===== config.mk =====
export PLATFORM = sky130hd
export DESIGN_NAME = nor_logic_unit_pipe
export DESIGN_NICKNAME = d
export VERILOG_FILES = /design/src/rtl/nor_logic_unit_pipe.sv
export SDC_FILE = /design/constraint.sdc
export NUM_CORES = 1
export LEC_CHECK = 0
export BUFFER_PORTS_ARGS = -buffer_cell sky130_fd_sc_hd__buf_2
export CORE_ASPECT_RATIO = 1.4
export CORE_MARGIN = 2
export CORE_UTILIZATION = 50
export DETAILED_ROUTE_END_ITERATION = 6
export MAX_ROUTING_LAYER = met4
export PLACE_DENSITY = 0.77
export SETUP_SLACK_MARGIN = 0.15
export SLEW_MARGIN = 20
export SYNTH_ARGS = -nofsm -noshare
export SYNTH_HDL_FRONTEND = slang
export SYNTH_SLANG_ARGS = --single-unit

===== constraint.sdc =====
create_clock -name clk -period 1.4 [get_ports clk]
set_input_delay 0.28 -clock clk [delete_from_list [all_inputs] [get_ports clk]]
set_output_delay 0.28 -clock clk [all_outputs]
set_load 0.02 [all_outputs]

===== src/rtl/nor_logic_unit_pipe.sv =====
// Registered bitwise two-operand logic unit (NOR by default) feeding a
// DEPTH-entry result queue with valid/ready on both sides, a zero flag and an op counter.
module nor_logic_unit_pipe #(
  parameter int WIDTH = 8,
  parameter int DEPTH = 2,
  parameter int CNT_W = 8
) (
  input  logic             clk,
  input  logic             rst_n,
  input  logic [WIDTH-1:0] a,
  input  logic [WIDTH-1:0] b,
  input  logic [2:0]       mode,
  input  logic             in_valid,
  output logic             in_ready,
  output logic [WIDTH-1:0] y,
  output logic             y_zero,
  output logic             out_valid,
  input  logic             out_ready,
  output logic [CNT_W-1:0] op_count
);

  localparam int PTR_W  = (DEPTH > 1) ? $clog2(DEPTH) : 1;
  localparam int QCNT_W = $clog2(DEPTH + 1);

  typedef enum logic [2:0] {
    M_NOR  = 3'b000,
    M_OR   = 3'b001,
    M_NAND = 3'b010,
    M_AND  = 3'b011,
    M_XOR  = 3'b100,
    M_XNOR = 3'b101,
    M_NOT  = 3'b110,
    M_PASS = 3'b111
  } mode_e;

  logic [WIDTH-1:0]  result;
  logic [WIDTH-1:0]  mem [DEPTH];
  logic [PTR_W-1:0]  wr_ptr, rd_ptr;
  logic [QCNT_W-1:0] count;
  logic              armed;
  logic              push, pop;

  // NOTE: every variable assigned in always_comb gets a default first, so no path can infer a latch.
  always_comb begin
    result = '0;
    case (mode_e'(mode))
      M_NOR:   result = ~(a | b);
      M_OR:    result = a | b;
      M_NAND:  result = ~(a & b);
      M_AND:   result = a & b;
      M_XOR:   result = a ^ b;
      M_XNOR:  result = ~(a ^ b);
      M_NOT:   result = ~a;
      M_PASS:  result = a;
      default: result = '0;
    endcase
  end

  // armed keeps in_ready low during reset and until the first edge after release.
  assign in_ready  = armed & (count != QCNT_W'(DEPTH));
  assign out_valid = (count != '0);
  assign push      = in_valid & in_ready;
  assign pop       = out_valid & out_ready;
  assign y         = out_valid ? mem[rd_ptr] : '0;
  assign y_zero    = out_valid & ~|y;

  // NOTE: the storage array has no reset; out_valid gates y, so stale contents are never visible.
  always_ff @(posedge clk) begin
    if (push) mem[wr_ptr] <= result;
  end

  // NOTE: sequential state uses non-blocking assignments so all flops update from pre-edge values.
  always_ff @(posedge clk or negedge rst_n) begin
    if (!rst_n) begin
      wr_ptr   <= '0;
      rd_ptr   <= '0;
      count    <= '0;
      armed    <= 1'b0;
      op_count <= '0;
    end else begin
      armed <= 1'b1;
      if (push)
        wr_ptr <= (wr_ptr == PTR_W'(DEPTH - 1)) ? '0 : wr_ptr + PTR_W'(1);
      if (pop) begin
        rd_ptr   <= (rd_ptr == PTR_W'(DEPTH - 1)) ? '0 : rd_ptr + PTR_W'(1);
        op_count <= op_count + CNT_W'(1);
      end
      if (push && !pop)
        count <= count + QCNT_W'(1);
      else if (pop && !push)
        count <= count - QCNT_W'(1);
    end
  end

endmodule


==> flow_metrics.env <==
export IMPL_status="finished with violations"
export IMPL_violations="setup timing"
export IMPL_finalCriticalPeriod_ps=1940
export IMPL_track_usage=0.244
export IMPL_skew_ps=4.54
export IMPL_overflow=0
export IMPL_post_route_util=0.894
export IMPL_final_area_sq_um=3530
export IMPL_grt_pass1_wl_mm=8.31
export IMPL_htreeDepth=2
export IMPL_register_area_sq_um=811
export IMPL_cts_clk_slew_worst_paths_ps=60
export IMPL_yosys_warnings=0
export IMPL_drv_slew=0
export IMPL_synth_edf_count=16
export IMPL_dieArea_sq_um=4660
export IMPL_use_met1=0.273
export IMPL_start_util=0.521
export IMPL_vias=1969
export IMPL_netlist_top_cell_by_area="edfxtp_1"
export IMPL_cp_end_kind="output pin"
export IMPL_required_ps=1120
export IMPL_final_cell_mix="46 x buf_4, 22 x buf_6, 21 x buf_2"
export IMPL_cp_start_kind="register"
export IMPL_die_w_um=58.2
export IMPL_die_y_um=79.9
export IMPL_clockBufferDepth=2
export IMPL_area_growth_pct=71.6
export IMPL_syn_nets=248
export IMPL_yosysSeqAreaShare=0.391
export IMPL_period_share=1.39
export IMPL_drive_gt1_frac=0.621
export IMPL_ioPinCount=42
export IMPL_ir_drop_mv=1.52
export IMPL_finalWirelength_mm=6.67
export IMPL_cp_slowest_stage_delay_ps=440
export IMPL_portBuffers=41
export IMPL_antenna_found_initial=0
export IMPL_wl_per_cell_um=19.1
export IMPL_core_area_sq_um=3950
export IMPL_finalPower_mw=4.91
export IMPL_drt_initial_drc_count=76
export IMPL_first_pass_iters=4
export IMPL_clockRootBuffer="clkbuf_8"
export IMPL_grt_max_degree=16
export IMPL_cts_buffers_inserted=5
export IMPL_grt_pass1_vias=1855
export IMPL_grt_busiest_layer="met2"
export IMPL_crit_chain="buf_6 -> mux2i_4 -> nand3_2 -> nor4_4 -> buf_4"
export IMPL_rr_endpoint="mem[1][2]"
export IMPL_diodes=0
export IMPL_dpl_cell_area_sq_um=2820
export IMPL_synthesis_area_sq_um=2060
export IMPL_fin_nets=347
export IMPL_synth_main_ff_cell="edfxtp_1"
export IMPL_reg2reg_depth=5
export IMPL_drc=0
export IMPL_cts_tree="done"
export IMPL_synth_cell_types=37
export IMPL_clock_fmax_mhz=515
export IMPL_multi_input_area_sq_um=1490
export IMPL_yosysTopAreaCellShare=0.233
export IMPL_synth_seq_cells=29
export IMPL_setup_violations=29
export IMPL_avgSynthCellArea_sq_um=9.95
export IMPL_async_reset_ff_frac=0.448
export IMPL_crit_type="register to output pin"
export IMPL_worst_slack_ps=-542
export IMPL_slowest_stage="dfrtp_2"
export IMPL_gp_congestion=0.876
export IMPL_rsz0062_at_grt="true"
export IMPL_maxCapViolCount=0
export IMPL_crit_arrival_ps=1660
export IMPL_netlist_instances=207
export IMPL_path_max_fanout=5
export IMPL_leakagePower_nw=1.59
export IMPL_reg2reg_slack_ps=-140
export IMPL_post_dp_hpwl_mm=3.45
export IMPL_clk_latency_ps=280
export IMPL_worstHoldPathType="input pin to asynchronous set/reset pin"
export IMPL_p_per_area_nw_per_um2=1390
export IMPL_grtUsageMet2=0.426
export IMPL_cts_sinks=29
export IMPL_layout_commonest_cell="buf_4"
export IMPL_r2r_start="count[1]"
export IMPL_fill_cells=168
export IMPL_use_met3=0.0373
export IMPL_timing_final_hold_violations=0
export IMPL_yosys_top_cells_area="edfxtp_1 23%, dfrtp_1 16%, ha_1 11%"
export IMPL_row_count=27
export IMPL_final_antenna_net_count=0
export IMPL_viasPerCell=5.64
## flip-flops by register name, summed over array words and instances, names as in the netlist
signal / flops
rd_ptr: 1
mem: 16
wr_ptr: 1
armed: 1
count: 2
op_count: 8
## layout make-up
class	instances	share of cell area
multi-input cells	142	0.422
repair buffers	101	0.256
flip-flops and latches	29	0.229
inverters	27	0.0549
clock buffers	6	0.0205
well taps	43	0.0152
clock inverters	1	0.00106
## worst max path at each step
stage               endpoint  cells past startpoint  startpoint
CTS                   y_zero                      5      rd_ptr
global placement      y_zero                      4      rd_ptr
finish                y_zero                      5      rd_ptr
global route          y_zero                      5      rd_ptr
floorplan             y_zero                      4      rd_ptr
detailed placement    y_zero                      5      rd_ptr
## critical path: cells and delay by family, from the launching register on
family        cells  cell delay [ps]
buf+inv           2              330
flops             1              440
mux               1              270
simple gates      2              350
## power by group
part | internal [mW] | switching [mW] | total (mW)
logic | 1.46 | 1.37 | 2.83
registers | 1.15 | 0.278 | 1.43
clock network | 0.334 | 0.307 | 0.641
## through the flow
step | setup TNS [ps] | hold WS (ps) | worst slack [ps] | cells
detailed placement | -3830 | 185 | -259 | 318
CTS | -3250 | 378 | -438 | 333
global route | -6800 | 447 | -602 | 349
floorplan | -248 | -15.6 | -146 | 207
finish | -5540 | 420 | -542 | 349
global placement | -3140 | 185 | -216 | 318
## routing by layer
layer | routed length [um] | up-vias
met1 | 2530 | 958
met3 | 247 | 22
met5 | 0 | -
li1 | - | 909
met4 | 275 | 0
met2 | 3620 | 80
## repair_timing
action                     4_1_cts  5_1_grt
pin swaps                       21       18
cloned                           0        1
hold endpoints to repair        13        0
buffers inserted                 7       15
hold buffers                     1        0
resized for setup               58       49
setup endpoints to repair       47       47
## cells in the mapped netlist (2+ instances only)
cell type and n:
a21oi_1 6, a2bb2oi_1 10, a31oi_1 5, and3_1 3
buf_2 5, dfrtp_1 13, edfxtp_1 16, ha_1 18
inv_1 26, mux2_2 3, mux2_4 3, mux2i_1 8
mux4_2 2, nand2_1 6, nand2b_1 3, nand3_1 8
nand4_1 2, nor2_1 19, nor3_1 8, nor4_1 2
o21a_1 6, o21ai_0 3, or2b_1 5, xnor2_1 9
xor2_1 6
## kinds of logic (layout without fill, tap and decap cells)
kind of cell	after synthesis	after routing	share of synthesized area
other	1	1	0.00182
buffers and inverters	36	135	0.0802
XOR/XNOR	15	15	0.0638
multiplexers	16	16	0.0990
flip-flops	29	29	0.391
AO/OA/AOI/OAI	32	32	0.109
adder cells (fa/ha/maj)	18	18	0.109
AND/OR/NAND/NOR	60	60	0.146
(Power assumes the default switching activity.)
